$ cat src/rtl/pipeline_ctrl_pkg.sv
// -----------------------------------------------------------------------------
// PipelineRegs: shared types and constants for the pipeline controller.
//   ctrl_state_t : controller FSM state encoding
//   REG_ZERO     : architectural zero register index (never a hazard source)
//   ctrl_out_t   : bundle of register enables and bubble-insert flushes
//   OUT_*        : the fixed output actions the controller can select
// -----------------------------------------------------------------------------
package PipelineRegs;

    typedef enum logic [1:0] {
        RUN        = 2'd0,
        LOAD_STALL = 2'd1,
        MEM_WAIT   = 2'd2,
        REDIRECT   = 2'd3
    } ctrl_state_t;

    localparam logic [4:0] REG_ZERO = 5'd0;

    typedef struct packed {
        logic pc_en;
        logic if_id_en;
        logic id_ex_en;
        logic ex_mem_en;
        logic if_id_flush;
        logic id_ex_flush;
    } ctrl_out_t;

    // Bit order: pc_en, if_id_en, id_ex_en, ex_mem_en, if_id_flush, id_ex_flush
    localparam ctrl_out_t OUT_RUN        = ctrl_out_t'(6'b111100);
    localparam ctrl_out_t OUT_MEM_WAIT   = ctrl_out_t'(6'b000000);
    localparam ctrl_out_t OUT_REDIRECT   = ctrl_out_t'(6'b111111);
    localparam ctrl_out_t OUT_REDIR_TAIL = ctrl_out_t'(6'b111110);
    localparam ctrl_out_t OUT_LOAD_USE   = ctrl_out_t'(6'b001101);
    localparam ctrl_out_t OUT_BUBBLE     = ctrl_out_t'(6'b011110);
    localparam ctrl_out_t OUT_RESET      = ctrl_out_t'(6'b000011);

endpackage

$ cat src/rtl/pipeline_ctrl_if.sv
// -----------------------------------------------------------------------------
// pipeline_ctrl_if: stage status and control signals between the pipeline
// datapath and its hazard/stall controller.
//   master : datapath side -- drives stage status, receives enables/flushes
//   slave  : controller side -- reads stage status, drives enables/flushes
// -----------------------------------------------------------------------------
interface pipeline_ctrl_if;

    logic       if_valid;
    logic       id_valid;
    logic [4:0] id_rs1;
    logic [4:0] id_rs2;
    logic       id_uses_rs1;
    logic       id_uses_rs2;
    logic       ex_valid;
    logic       ex_is_load;
    logic [4:0] ex_rd;
    logic       ex_redirect;
    logic       mem_req;
    logic       mem_ready;

    logic       pc_en;
    logic       if_id_en;
    logic       id_ex_en;
    logic       ex_mem_en;
    logic       if_id_flush;
    logic       id_ex_flush;

    modport master (
        output if_valid, id_valid, id_rs1, id_rs2, id_uses_rs1, id_uses_rs2,
        output ex_valid, ex_is_load, ex_rd, ex_redirect, mem_req, mem_ready,
        input  pc_en, if_id_en, id_ex_en, ex_mem_en, if_id_flush, id_ex_flush
    );

    modport slave (
        input  if_valid, id_valid, id_rs1, id_rs2, id_uses_rs1, id_uses_rs2,
        input  ex_valid, ex_is_load, ex_rd, ex_redirect, mem_req, mem_ready,
        output pc_en, if_id_en, id_ex_en, ex_mem_en, if_id_flush, id_ex_flush
    );

endinterface

$ cat src/rtl/pipeline_ctrl_hazard_cmp.sv
// -----------------------------------------------------------------------------
// hazard_cmp: combinational load-use detector. Flags when the instruction in
// ID reads a register that the valid load in EX is about to write.
//   ex_valid, ex_is_load, ex_rd              : EX-stage producer
//   id_valid, id_rs1/2, id_uses_rs1/2        : ID-stage consumer
//   load_use                                 : hazard present this cycle
// -----------------------------------------------------------------------------
module hazard_cmp
    import PipelineRegs::*;
(
    input  logic       ex_valid,
    input  logic       ex_is_load,
    input  logic [4:0] ex_rd,
    input  logic       id_valid,
    input  logic [4:0] id_rs1,
    input  logic [4:0] id_rs2,
    input  logic       id_uses_rs1,
    input  logic       id_uses_rs2,
    output logic       load_use
);

    logic producer_s;
    logic rs1_hit_s;
    logic rs2_hit_s;

    // The zero register is hardwired, so a load targeting it can never hazard.
    assign producer_s = ex_valid & ex_is_load & (ex_rd != REG_ZERO) & id_valid;
    assign rs1_hit_s  = id_uses_rs1 & (id_rs1 == ex_rd);
    assign rs2_hit_s  = id_uses_rs2 & (id_rs2 == ex_rd);
    assign load_use   = producer_s & (rs1_hit_s | rs2_hit_s);

endmodule

$ cat src/rtl/pipeline_ctrl.sv
// -----------------------------------------------------------------------------
// pipeline_ctrl: stall/flush controller for a 5-stage in-order pipeline.
// Resolves memory waits, taken redirects, load-use hazards and fetch bubbles
// (in that priority) into register enables and bubble-insert flushes.
//   clk       : rising-edge clock
//   reset     : asynchronous active-low reset
//   pif       : stage status in, enables/flushes out (slave modport)
//   stall_cnt : saturating count of cycles with pc_en low
// -----------------------------------------------------------------------------
module pipeline_ctrl
    import PipelineRegs::*;
#(
    parameter int STALL_CNT_W = 32
) (
    input  logic                   clk,
    input  logic                   reset,
    pipeline_ctrl_if.slave         pif,
    output logic [STALL_CNT_W-1:0] stall_cnt
);

    localparam logic [STALL_CNT_W-1:0] CNT_ONE = {{(STALL_CNT_W-1){1'b0}}, 1'b1};
    localparam logic [STALL_CNT_W-1:0] CNT_MAX = {STALL_CNT_W{1'b1}};

    ctrl_state_t             state_r;
    ctrl_state_t             next_state_s;
    ctrl_out_t               act_s;
    ctrl_out_t               out_s;
    logic [STALL_CNT_W-1:0]  stall_cnt_r;
    logic                    load_use_s;
    logic                    mem_wait_s;
    logic                    redirect_s;

    hazard_cmp u_hazard_cmp (
        .ex_valid    (pif.ex_valid),
        .ex_is_load  (pif.ex_is_load),
        .ex_rd       (pif.ex_rd),
        .id_valid    (pif.id_valid),
        .id_rs1      (pif.id_rs1),
        .id_rs2      (pif.id_rs2),
        .id_uses_rs1 (pif.id_uses_rs1),
        .id_uses_rs2 (pif.id_uses_rs2),
        .load_use    (load_use_s)
    );

    assign mem_wait_s = pif.mem_req & ~pif.mem_ready;
    // A redirect from a bubble in EX is not a real branch outcome.
    assign redirect_s = pif.ex_valid & pif.ex_redirect;

    // Priority action select and next state. MEM_WAIT has no branch of its
    // own: once mem_ready rises it falls through to RUN behaviour in the
    // same cycle, so releasing a memory wait costs no extra cycle.
    always_comb begin
        act_s        = OUT_RUN;
        next_state_s = RUN;
        if (mem_wait_s) begin
            act_s        = OUT_MEM_WAIT;
            next_state_s = MEM_WAIT;
        end else if (redirect_s) begin
            act_s        = OUT_REDIRECT;
            next_state_s = REDIRECT;
        end else if (state_r == REDIRECT) begin
            // The fetch issued alongside the redirect is wrong-path; drop it.
            act_s        = OUT_REDIR_TAIL;
            next_state_s = RUN;
        end else if (load_use_s && (state_r != LOAD_STALL)) begin
            // After one stall cycle the load has moved to MEM and forwarding
            // covers the consumer, so the check is suppressed in LOAD_STALL.
            act_s        = OUT_LOAD_USE;
            next_state_s = LOAD_STALL;
        end else if (!pif.if_valid) begin
            act_s        = OUT_BUBBLE;
            next_state_s = RUN;
        end else begin
            act_s        = OUT_RUN;
            next_state_s = RUN;
        end
    end

    // Reset overrides the outputs immediately, independent of the clock.
    always_comb begin
        if (!reset) begin
            out_s = OUT_RESET;
        end else begin
            out_s = act_s;
        end
    end

    // FSM state and saturating stall counter.
    always_ff @(posedge clk or negedge reset) begin
        if (!reset) begin
            state_r     <= RUN;
            stall_cnt_r <= {STALL_CNT_W{1'b0}};
        end else begin
            state_r <= next_state_s;
            if (!act_s.pc_en && (stall_cnt_r != CNT_MAX)) begin
                stall_cnt_r <= stall_cnt_r + CNT_ONE;
            end else begin
                stall_cnt_r <= stall_cnt_r;
            end
        end
    end

    assign pif.pc_en       = out_s.pc_en;
    assign pif.if_id_en    = out_s.if_id_en;
    assign pif.id_ex_en    = out_s.id_ex_en;
    assign pif.ex_mem_en   = out_s.ex_mem_en;
    assign pif.if_id_flush = out_s.if_id_flush;
    assign pif.id_ex_flush = out_s.id_ex_flush;
    assign stall_cnt       = stall_cnt_r;

endmodule
$ cat src/flat_wrapper.sv
// flat-port wrapper written by rule: the top's interface ports become plain ports
module pipeline_ctrl_flat import PipelineRegs::*;
#(
    parameter int STALL_CNT_W = 32
)
  (clk, reset, stall_cnt, pif_if_valid, pif_id_valid, pif_id_rs1, pif_id_rs2, pif_id_uses_rs1, pif_id_uses_rs2, pif_ex_valid, pif_ex_is_load, pif_ex_rd, pif_ex_redirect, pif_mem_req, pif_mem_ready, pif_pc_en, pif_if_id_en, pif_id_ex_en, pif_ex_mem_en, pif_if_id_flush, pif_id_ex_flush);
  pipeline_ctrl_if pif_i ();
  input  logic clk;
  input  logic reset;
  output logic [STALL_CNT_W-1:0] stall_cnt;
  input wire logic [$bits(pif_i.if_valid)-1:0] pif_if_valid;
  input wire logic [$bits(pif_i.id_valid)-1:0] pif_id_valid;
  input wire logic [$bits(pif_i.id_rs1)-1:0] pif_id_rs1;
  input wire logic [$bits(pif_i.id_rs2)-1:0] pif_id_rs2;
  input wire logic [$bits(pif_i.id_uses_rs1)-1:0] pif_id_uses_rs1;
  input wire logic [$bits(pif_i.id_uses_rs2)-1:0] pif_id_uses_rs2;
  input wire logic [$bits(pif_i.ex_valid)-1:0] pif_ex_valid;
  input wire logic [$bits(pif_i.ex_is_load)-1:0] pif_ex_is_load;
  input wire logic [$bits(pif_i.ex_rd)-1:0] pif_ex_rd;
  input wire logic [$bits(pif_i.ex_redirect)-1:0] pif_ex_redirect;
  input wire logic [$bits(pif_i.mem_req)-1:0] pif_mem_req;
  input wire logic [$bits(pif_i.mem_ready)-1:0] pif_mem_ready;
  output wire logic [$bits(pif_i.pc_en)-1:0] pif_pc_en;
  output wire logic [$bits(pif_i.if_id_en)-1:0] pif_if_id_en;
  output wire logic [$bits(pif_i.id_ex_en)-1:0] pif_id_ex_en;
  output wire logic [$bits(pif_i.ex_mem_en)-1:0] pif_ex_mem_en;
  output wire logic [$bits(pif_i.if_id_flush)-1:0] pif_if_id_flush;
  output wire logic [$bits(pif_i.id_ex_flush)-1:0] pif_id_ex_flush;
  assign pif_i.if_valid = pif_if_valid;
  assign pif_i.id_valid = pif_id_valid;
  assign pif_i.id_rs1 = pif_id_rs1;
  assign pif_i.id_rs2 = pif_id_rs2;
  assign pif_i.id_uses_rs1 = pif_id_uses_rs1;
  assign pif_i.id_uses_rs2 = pif_id_uses_rs2;
  assign pif_i.ex_valid = pif_ex_valid;
  assign pif_i.ex_is_load = pif_ex_is_load;
  assign pif_i.ex_rd = pif_ex_rd;
  assign pif_i.ex_redirect = pif_ex_redirect;
  assign pif_i.mem_req = pif_mem_req;
  assign pif_i.mem_ready = pif_mem_ready;
  assign pif_pc_en = pif_i.pc_en;
  assign pif_if_id_en = pif_i.if_id_en;
  assign pif_id_ex_en = pif_i.id_ex_en;
  assign pif_ex_mem_en = pif_i.ex_mem_en;
  assign pif_if_id_flush = pif_i.if_id_flush;
  assign pif_id_ex_flush = pif_i.id_ex_flush;
  pipeline_ctrl #(.STALL_CNT_W(STALL_CNT_W)) u_core (.clk(clk), .reset(reset), .pif(pif_i), .stall_cnt(stall_cnt));
endmodule
$ cat config.mk
export PLATFORM = sky130hd
export DESIGN_NAME = pipeline_ctrl_flat
export DESIGN_NICKNAME = d
export VERILOG_FILES = /design/src/rtl/pipeline_ctrl_pkg.sv /design/src/rtl/pipeline_ctrl_if.sv /design/src/rtl/pipeline_ctrl_hazard_cmp.sv /design/src/rtl/pipeline_ctrl.sv /design/src/flat_wrapper.sv
export SDC_FILE = /design/constraint.sdc
export NUM_CORES = 1
export LEC_CHECK = 0
export ABC_AREA = 0
export CORE_AREA = 2 2 93 95
export CTS_CLUSTER_DIAMETER = 120
export CTS_CLUSTER_SIZE = 10
export DETAILED_ROUTE_END_ITERATION = 12
export DIE_AREA = 0 0 95 97
export GPL_TIMING_DRIVEN = 0
export SETUP_SLACK_MARGIN = 0.3
export SYNTH_ARGS = -nofsm -noshare
export SYNTH_HDL_FRONTEND = slang
export SYNTH_SLANG_ARGS = --single-unit
$ cat constraint.sdc
create_clock -name clk -period 6.29 [get_ports clk]
set_input_delay 1.887 -clock clk [delete_from_list [all_inputs] [get_ports clk]]
set_output_delay 1.887 -clock clk [all_outputs]
set_load 0.02 [all_outputs]
==> Word-level counts from Yosys, hierarchy flattened <==
Cells that the tools add are included.
{ "totals": {"in_bits": 26, "reg_bits": 34, "romBits": 0, "out_inout_bits": 38, "latchBits": 0, "wordCells": 32, "ramBits": 0, "n_memories": 0} }
{ "op_classes": {"n_mul": 0, "div": 0, "n_eq_ne": 5, "n_reduce_logical": 4, "shift": 0, "n_mux": 10, "magnitude_cmp": 0, "bitwise_logic": 10, "add_sub_neg": 1} }
{ "ops": {"columns": ["operator", "count"], "rows": [
  ["6-bit two-way mux", 6],
  ["32-bit by 1-bit adder with 32-bit output, second input constant", 1],
  ["32-bit != test, second input constant", 1],
  ["5-bit == test", 2],
  ["1-bit bitwise AND", 8],
  ["2-bit two-way mux", 3],
  ["5-bit nonzero test", 1],
  ["2-bit == test, second input constant", 1],
  ["1-bit logical AND", 2],
  ["2-bit by 1-bit != test with 1-bit output, second input constant", 1],
  ["1-bit zero test", 1],
  ["1-bit two-way mux", 1],
  ["1-bit NOT", 1],
  ["1-bit OR", 1]
]} }

==> Longest topological paths before layout <==
Gate-level depths: netlist of run 1.
{ "logic_depth": {"word_depth": 11, "depth_mapped": 8, "ltp_nobuf": 7} }

==> By module <==
From an unflattened synthesis of run 1, not the netlist that was laid out.
{ "unflattened": {"cells_unflattened": 181, "hier_area_um2": 1868.0} }
{ "modules_own_cells": {"columns": ["module", "n_inst", "cells_each", "seq_area_each_um2", "area_each_um2"], "rows": [
  ["pipeline_ctrl", 1, 164, 850.8, 1736.7],
  ["hazard_cmp", 1, 17, 0.0, 131.4]
]} }

==> Worst setup path before layout of run 1 <==
Ideal clock, no wire load.
{ "synth_timing": {"kind": "input to output", "from": "input pif_ex_rd[1]", "to": "output pif_id_ex_flush", "path_buffers": 0, "cell_stages": 6, "required_time_ns": 4.403, "slack_ns": 1.529, "arrival_time_ns": 2.874, "cell_sequence": "xnor2_1 -> nand4_1 -> o22ai_2 -> nand3_1 -> a21boi_0 -> nand2b_1"} }
{ "synth_rtl": {"columns": ["item", "line", "source"], "rows": [
  ["from (decl)", "flat_wrapper.sv:19", "input wire logic [$bits(pif_i.ex_rd)-1:0] pif_ex_rd;"],
  ["to (decl)", "flat_wrapper.sv:28", "output wire logic [$bits(pif_i.id_ex_flush)-1:0] pif_id_ex_flush;"]
]} }

==> Final worst setup path of run 1 <==
{ "layout_timing": {"from": "input pif_ex_rd[4]", "to": "output pif_if_id_flush"} }
{ "layout_between": {"elab_chain_len": 10, "elab_cells_between_ends": 15, "cone_classes": "eq/ne (2); mux (5); bitwise (6); reduce/logical (2)"} }
{ "layout_lines": {"columns": ["item", "line", "source"], "rows": [
  ["5-bit == test (tied with other cells)", "pipeline_ctrl_hazard_cmp.sv:28", "assign rs1_hit_s = id_uses_rs1 & (id_rs1 == ex_rd);"],
  ["1-bit bitwise AND, on equally long branches", "pipeline_ctrl_hazard_cmp.sv:28, pipeline_ctrl_hazard_cmp.sv:27, pipeline_ctrl_hazard_cmp.sv:29", null],
  ["1-bit OR / 1-bit bitwise AND (equally long branches)", "pipeline_ctrl_hazard_cmp.sv:30, pipeline_ctrl_hazard_cmp.sv:27", null],
  ["1-bit bitwise AND (*)", "pipeline_ctrl_hazard_cmp.sv:30", "assign load_use = producer_s & (rs1_hit_s | rs2_hit_s);"],
  ["1-bit logical AND (*)", "pipeline_ctrl.sv:65", "end else if (load_use_s && (state_r != LOAD_STALL)) begin"],
  ["6-bit two-way mux (*)", "pipeline_ctrl.sv:65", null],
  ["6-bit two-way mux (*)", "pipeline_ctrl.sv:61", "end else if (state_r == REDIRECT) begin"],
  ["6-bit two-way mux (*)", "pipeline_ctrl.sv:58", "end else if (redirect_s) begin"],
  ["6-bit two-way mux (*)", "pipeline_ctrl.sv:55", "if (mem_wait_s) begin"],
  ["6-bit two-way mux (*)", "pipeline_ctrl.sv:81", "if (!reset) begin"],
  ["to (decl)", "flat_wrapper.sv:27", "output wire logic [$bits(pif_i.if_id_flush)-1:0] pif_if_id_flush;"]
]} }
Mark *: on every way between the ends. The rest lies on a longest branch, timed or not.

==> impl_metrics.env, run 1 <==
export IMPL_status="completed"
export IMPL_worst_setup_path_type="input pin to output port"
export IMPL_io_pins=64
export IMPL_numCtsBuffers=5
export IMPL_die_h_um=97
export IMPL_arrival_ns=3.87
export IMPL_grt_max_degree=38
export IMPL_maxSlewHeadroom_pct=45.98
export IMPL_p_sw_uw=189.5
export IMPL_rows=33
export IMPL_slowest_stage="clkdlybuf4s50_1"
export IMPL_stdcell_area_sq_um=2839
export IMPL_setup_viol=0
export IMPL_cts_tree="yes"
export IMPL_p_per_area_nw_per_um2=213.6
export IMPL_finalCritPeriodShare_pct=91.54
export IMPL_ys_flop_type="dfrtp_1"
export IMPL_finalWirelength_um=4792
export IMPL_antenna_found_initial=0
export IMPL_crit_family="buffers and inverters"
export IMPL_dieArea_sq_um=9215
export IMPL_instances_no_fill=374
export IMPL_cts_root_buf="clkbuf_8"
export IMPL_switching_share_pct=31.26
export IMPL_grt_overflow=0
export IMPL_netlist_area_sq_um=1988
export IMPL_grt_pass1_wl_um=7672
export IMPL_cp_num_buf_inv=2
export IMPL_die_w_um=95
export IMPL_cts_sinks=34
export IMPL_grt_pass1_vias=1627
export IMPL_routedWlPerCell_um=12.81
export IMPL_core_area_sq_um=8134
export IMPL_crit_top_cell="clkdlybuf4s50_1"
export IMPL_grt_usage_pct=10.51
export IMPL_worstSetupEndpointType="output port"
export IMPL_h_tree_depth=2
export IMPL_hold_violations=0
export IMPL_port_buffers=63
export IMPL_startpoint_type="input pin"
export IMPL_path_clk_slew_ns=0.07
export IMPL_yosysTopAreaCellShare_pct=42.79
export IMPL_drt_iter0_drc=31
export IMPL_crit_chain="clkdlybuf4s50_1 -> xnor2_1 -> nand4_1 -> o22ai_2 -> a21oi_1 -> o21ai_0 -> nand2_1 -> clkdlybuf4s50_1"
export IMPL_hold_class="flop to flop"
export IMPL_vias=1678
export IMPL_yosysSeqAreaShare_pct=42.79
export IMPL_antenna_cells=0
export IMPL_clk_latency_ns=0.29
export IMPL_maxCapViolCount=0
export IMPL_power_frac_seq_pct=45.1
export IMPL_fillCellCount=810
export IMPL_path_max_fanout=4
export IMPL_placed_area_sq_um=2745
export IMPL_synth_area_leaders="dfrtp_1 43%, xor2_1 13%, nor4_2 5.7%, xnor2_1 4.8%, nand2_1 4.3%"
export IMPL_synth_seq_cells=34
export IMPL_vdd_drop_max_mv=0.07389
export IMPL_rsz0062_at_grt="no"
export IMPL_dp_final_hpwl_um=3691
export IMPL_p_int_uw=416.8
export IMPL_area_delta_synth_final_pct=42.79
export IMPL_ant_nets=0
export IMPL_drive_above_1_share_pct=11.90
export IMPL_syn_area_per_cell_sq_um=10.04
export IMPL_syn_inst=198
export IMPL_timing_final_crit_period_ns=5.758
export IMPL_tightest_slew_ns=0.8103
export IMPL_synth_edf_count=0
export IMPL_pre_cts_ws_ns=0.3095
export IMPL_synth_common_cells="34 x dfrtp_1, 30 x xor2_1, 23 x nand2_1"
export IMPL_ys_async_sr_fraction_pct=100.0
export IMPL_drc_errors=0
export IMPL_final_util_pct=34.90
export IMPL_cp_slowest_stage_delay_ns=0.57
export IMPL_final_net_count=295
export IMPL_via_per_inst=4.487
export IMPL_dp_cells=366
export IMPL_start_util_pct=24.44
export IMPL_setup_ws_ns=0.5321
export IMPL_drv_slew=0
export IMPL_synth_most_common_cell="dfrtp_1"
export IMPL_synth_warnings=0
export IMPL_fin_worst_skew_ns=0.01054
export IMPL_fmax_mhz=173.7
export IMPL_p_leak_nw=1.220
export IMPL_power_frac_comb_pct=27.4
export IMPL_post_cts_setup_buffers=0
export IMPL_clock_path_buffers=2
export IMPL_worstPathRequired_ns=4.40
export IMPL_yosysTopAreaCell="dfrtp_1"
export IMPL_firstDrtPassIters=4
export IMPL_syn_nets=225
export IMPL_synthDistinctLibCells=34
export IMPL_place_gp_congestion=0.7313
export IMPL_power_share_clock_pct=27.4
==> power groups by stage <==
stage | Sequential, mW | Clock [mW] | Combinational [mW]
floorplan | 0.300 | 0 | 0.0573
global placement | 0.276 | 0 | 0.168
detailed placement | 0.277 | 0 | 0.169
CTS | 0.274 | 0.172 | 0.169
global route | 0.279 | 0.183 | 0.180
finish | 0.274 | 0.166 | 0.166
==> layer usage <==
metal	up-vias	GRT usage (%)	part of all wire, %
met4	0	3.344	0.75
met5	-	0	0
li1	835	-	-
met2	53	17.18	47
met1	785	12.83	45
met3	5	3.660	7.6
==> layout by cell type, fill, tap and decap left out, types with 2 or more instances in the layout <==
| cell type | instances |
|---|---|
| buf_6 | 2 |
| nor4b_2 | 2 |
| xnor2_1 | 11 |
| nand2_1 | 23 |
| nor4_2 | 9 |
| dfrtp_1 | 34 |
| nor3b_1 | 3 |
| clkbuf_8 | 6 |
| nand4_1 | 10 |
| and3_1 | 4 |
| nor3_1 | 17 |
| a21oi_1 | 2 |
| inv_1 | 3 |
| buf_2 | 2 |
| xor2_1 | 30 |
| nor2_1 | 9 |
| o21ai_0 | 2 |
| and4_1 | 3 |
| nand3_1 | 13 |
| clkdlybuf4s50_1 | 61 |
| buf_4 | 4 |
| nand2b_1 | 2 |
==> logic make-up (layout without fill, tap and decap cells) <==
| logic type | after synthesis | in the layout | share of synthesized area (%) |
|---|---|---|---|
| DFF | 34 | 34 | 42.79 |
| and+or+nand+nor | 102 | 102 | 30.65 |
| muxes | 1 | 1 | 0.5664 |
| AOI/OAI and AO/OA | 9 | 9 | 3.839 |
| buffers and inverters | 10 | 81 | 3.461 |
| adders and majority gates | 1 | 1 | 0.6292 |
| xor gates and xnor gates | 41 | 41 | 18.06 |
==> through the flow <==
stage | hold slack, ns | total power, mW | TNS (ns)
4_1_cts | 0.5057 | 0.6148 | 0
3_5_place_dp | 0.4901 | 0.4462 | 0
6_report | 0.5015 | 0.6063 | 0
2_1_floorplan | 0.5643 | 0.3571 | 0
5_1_grt | 0.5327 | 0.6414 | 0
3_3_place_gp | 0.4859 | 0.4444 | -0.8954
==> worst register-to-register path: stages (launching register included) <==
cell     delay [ns]
dfrtp_1        0.40
ha_1           0.21
nand4_1        0.22
nor3_2         0.40
and4_1         0.27
buf_4          0.15
buf_4          0.21
nor3b_1        0.09
xor2_1         0.14
==> area by class of cell <==
class | count | area [sq um] | area share [%]
plain buffers | 7 | 57.56 | 2.027
clock buffers | 7 | 86.33 | 3.041
clock inverters | 1 | 5.005 | 0.1763
inverters | 3 | 11.26 | 0.3967
multi-input cells | 154 | 1069 | 37.64
flip-flops and latches | 34 | 850.8 | 29.97
well taps | 105 | 131.4 | 4.628
repair buffers | 63 | 628.1 | 22.12
==> worst paths after layout <==
path	endpoint	slack [ns]	cells after the start	from
worst min-delay path	u_core.stall_cnt[22]	0.50	1	u_core.stall_cnt[22]
min in group asynchronous	u_core.stall_cnt[18]	1.69	1	reset
max in group asynchronous	u_core.stall_cnt[25]	4.08	1	reset
worst min register to register	u_core.stall_cnt[22]	0.50	1	u_core.stall_cnt[22]
worst max-delay path	pif_if_id_flush	0.53	8	pif_ex_rd[4]
worst max register to register	u_core.stall_cnt[3]	4.07	8	u_core.stall_cnt[0]
==> repair_timing <==
action                     4_1_cts  5_1_grt
setup endpoints to repair        0        1
hold buffers                     0        0
resized for setup                0        1
==> sequential cells by signal (all words and copies together) (netlist names) <==
signal / cells
u_core.stall_cnt: 32
u_core.state_r: 2
(Power assumes the default switching activity.)
==> inputs of run 2 (changes only) <==
--- a/config.mk
+++ b/config.mk
@@ -12,6 +12,7 @@
 export DETAILED_ROUTE_END_ITERATION = 12
 export DIE_AREA = 0 0 95 97
 export GPL_TIMING_DRIVEN = 0
+export PLACE_DENSITY = 0.56
 export SETUP_SLACK_MARGIN = 0.3
 export SYNTH_ARGS = -nofsm -noshare
 export SYNTH_HDL_FRONTEND = slang
==> run 2 against run 1 <==
  * Clock power is 5% lower
  * Clock skew fell by 0.0058 ns
  * Global-route usage is 0.50 points higher
  * Worst hold slack got worse by 0.0071 ns
  * Non-clock buffer count unchanged
  * Critical path depth is the same
  * Final area is 0.35% lower
  * Combinational power about the same
  * Critical endpoint is now pif_pc_en
  * Largest cell class unchanged
==> impl_metrics.env, run 2 (synthesized netlist as in run 1, its figures left out) <==
export IMPL_fmax_mhz=174.3
export IMPL_grt_pass1_vias=1649
export IMPL_cts_tree="yes"
export IMPL_startpoint_type="input pin"
export IMPL_largest_reg_flops=32
export IMPL_crit_family="buffers and inverters"
export IMPL_rsz0062_at_grt="no"
export IMPL_path_clk_slew_ns=0.06
export IMPL_worst_setup_path_type="input pin to output port"
export IMPL_core_area_sq_um=8134
export IMPL_vias=1671
export IMPL_cts_root_buf="clkbuf_8"
export IMPL_switching_share_pct=30.82
export IMPL_hold_violations=0
export IMPL_drv_slew=0
export IMPL_vdd_drop_max_mv=0.08008
export IMPL_io_pins=64
export IMPL_antenna_found_initial=0
export IMPL_maxSlewHeadroom_pct=44.78
export IMPL_worstPathRequired_ns=4.40
export IMPL_power_frac_comb_pct=28.0
export IMPL_crit_chain="clkdlybuf4s50_1 -> xnor2_1 -> nand4_1 -> o22ai_2 -> nand2_1 -> a21oi_1 -> nor2_1 -> clkdlybuf4s50_1"
export IMPL_cts_sinks=34
export IMPL_finalCritPeriodShare_pct=91.20
export IMPL_cts_hold_buffers=0
export IMPL_grt_pass1_wl_um=8073
export IMPL_antenna_cells=0
export IMPL_numCtsBuffers=5
export IMPL_drc_errors=0
export IMPL_power_share_clock_pct=26.2
export IMPL_final_net_count=295
export IMPL_routedWlPerCell_um=12.72
export IMPL_via_per_inst=4.492
export IMPL_maxCapViolCount=0
export IMPL_p_int_uw=412.8
export IMPL_rows=33
export IMPL_final_setup_tns_ns=0
export IMPL_grt_usage_pct=11.01
export IMPL_grt_max_degree=38
export IMPL_h_tree_depth=2
export IMPL_clk_latency_ns=0.28
export IMPL_dieArea_sq_um=9215
export IMPL_p_leak_nw=1.213
export IMPL_hold_class="flop to flop"
export IMPL_dp_final_hpwl_um=3645
export IMPL_place_gp_congestion=0.7622
export IMPL_r2r_start="u_core.stall_cnt[0]"
export IMPL_die_h_um=97
export IMPL_final_cell_mix="60 x clkdlybuf4s50_1, 34 x dfrtp_1, 30 x xor2_1, 23 x nand2_1, 17 x nor3_1"
export IMPL_slowest_stage="clkdlybuf4s50_1"
export IMPL_ant_nets=0
export IMPL_start_util_pct=24.44
export IMPL_cp_num_buf_inv=2
export IMPL_crit_start="pif_ex_rd[1]"
export IMPL_firstDrtPassIters=4
export IMPL_cp_slowest_stage_delay_ns=0.54
export IMPL_finalWirelength_um=4730
export IMPL_arrival_ns=3.85
export IMPL_hp_start="u_core.stall_cnt[31]"
export IMPL_p_per_area_nw_per_um2=210.9
export IMPL_p_sw_uw=183.9
export IMPL_clock_path_buffers=2
export IMPL_die_w_um=95
export IMPL_port_buffers=63
export IMPL_status="completed"
export IMPL_drt_iter0_drc=32
export IMPL_grt_overflow=0
export IMPL_worstSetupEndpointType="output port"
export IMPL_power_frac_seq_pct=45.8
export IMPL_area_delta_synth_final_pct=42.29
export IMPL_timing_final_crit_period_ns=5.737
export IMPL_final_util_pct=34.78
export IMPL_tightest_slew_ns=0.8283
export IMPL_setup_viol=0
export IMPL_mostFrequentLayoutCell="clkdlybuf4s50_1"
export IMPL_crit_top_cell="clkdlybuf4s50_1"
export IMPL_fin_worst_skew_ns=0.004701
export IMPL_path_max_fanout=4
export IMPL_drive_above_1_share_pct=11.61
[run 2: cell count changes in the layout (fill, tap and decap cells not counted), sizes merged]
cell / before / now
clkinv: 1 / 0
clkbuf: 7 / 6
clkdlybuf4s50: 61 / 60
dlygate4sd2: 0 / 1
[run 2: worst paths after layout]
path	end	slack, ns	cells after the start
worst min-delay path	u_core.stall_cnt[31]	0.49	1
worst max-delay path	pif_pc_en	0.55	8
worst min register to register	u_core.stall_cnt[31]	0.49	1
max in group asynchronous	u_core.stall_cnt[3]	4.06	1
min in group asynchronous	u_core.stall_cnt[12]	1.71	1
worst max register to register	u_core.stall_cnt[30]	4.11	8
[run 2: timing repair]
action | in CTS | in global routing
setup buffers | 0 | 0
resized for setup | 1 | 1
setup endpoints to repair | 1 | 1
endpoints found under the hold margin | 0 | 0
[run 2: cell type report]
class	count	area, sq um
plain buffers	7	57.56
clock buffers	6	82.58
fillers	855	5305
inverters	3	11.26
multi-input cells	154	1069
flip-flops and latches	34	850.8
well taps	105	131.4
repair buffers	63	626.9
[run 2: per-stage QoR]
step	instance area (sq um)	hold slack [ns]	setup slack (ns)	power, mW	std cells
after floorplan	1988	0.5643	1.529	0.3571	198
after global routing	2829	0.5248	0.3675	0.6319	372
after global placement	2750	0.4868	-0.3300	0.4478	366
final	2829	0.4943	0.5532	0.5967	372
after CTS	2826	0.4969	0.4420	0.6087	372
after detailed placement	2745	0.4864	0.2563	0.4480	366
[run 2: power by group through the flow]
stage / combinational [mW] / clock [mW] / sequential [mW]
after floorplan: 0.0573 / 0 / 0.300
after global placement: 0.171 / 0 / 0.277
after detailed placement: 0.171 / 0 / 0.277
after CTS: 0.171 / 0.164 / 0.274
after global routing: 0.180 / 0.173 / 0.278
final: 0.167 / 0.157 / 0.273
[run 2: per-layer routing]
metal | part of all wire [%] | GRT usage (%) | up-vias
li1 | - | - | 833
met1 | 46 | 14.72 | 795
met2 | 48 | 17.84 | 41
met3 | 4.6 | 2.336 | 2
met4 | 0.68 | 3.010 | 0
met5 | 0 | 0 | -
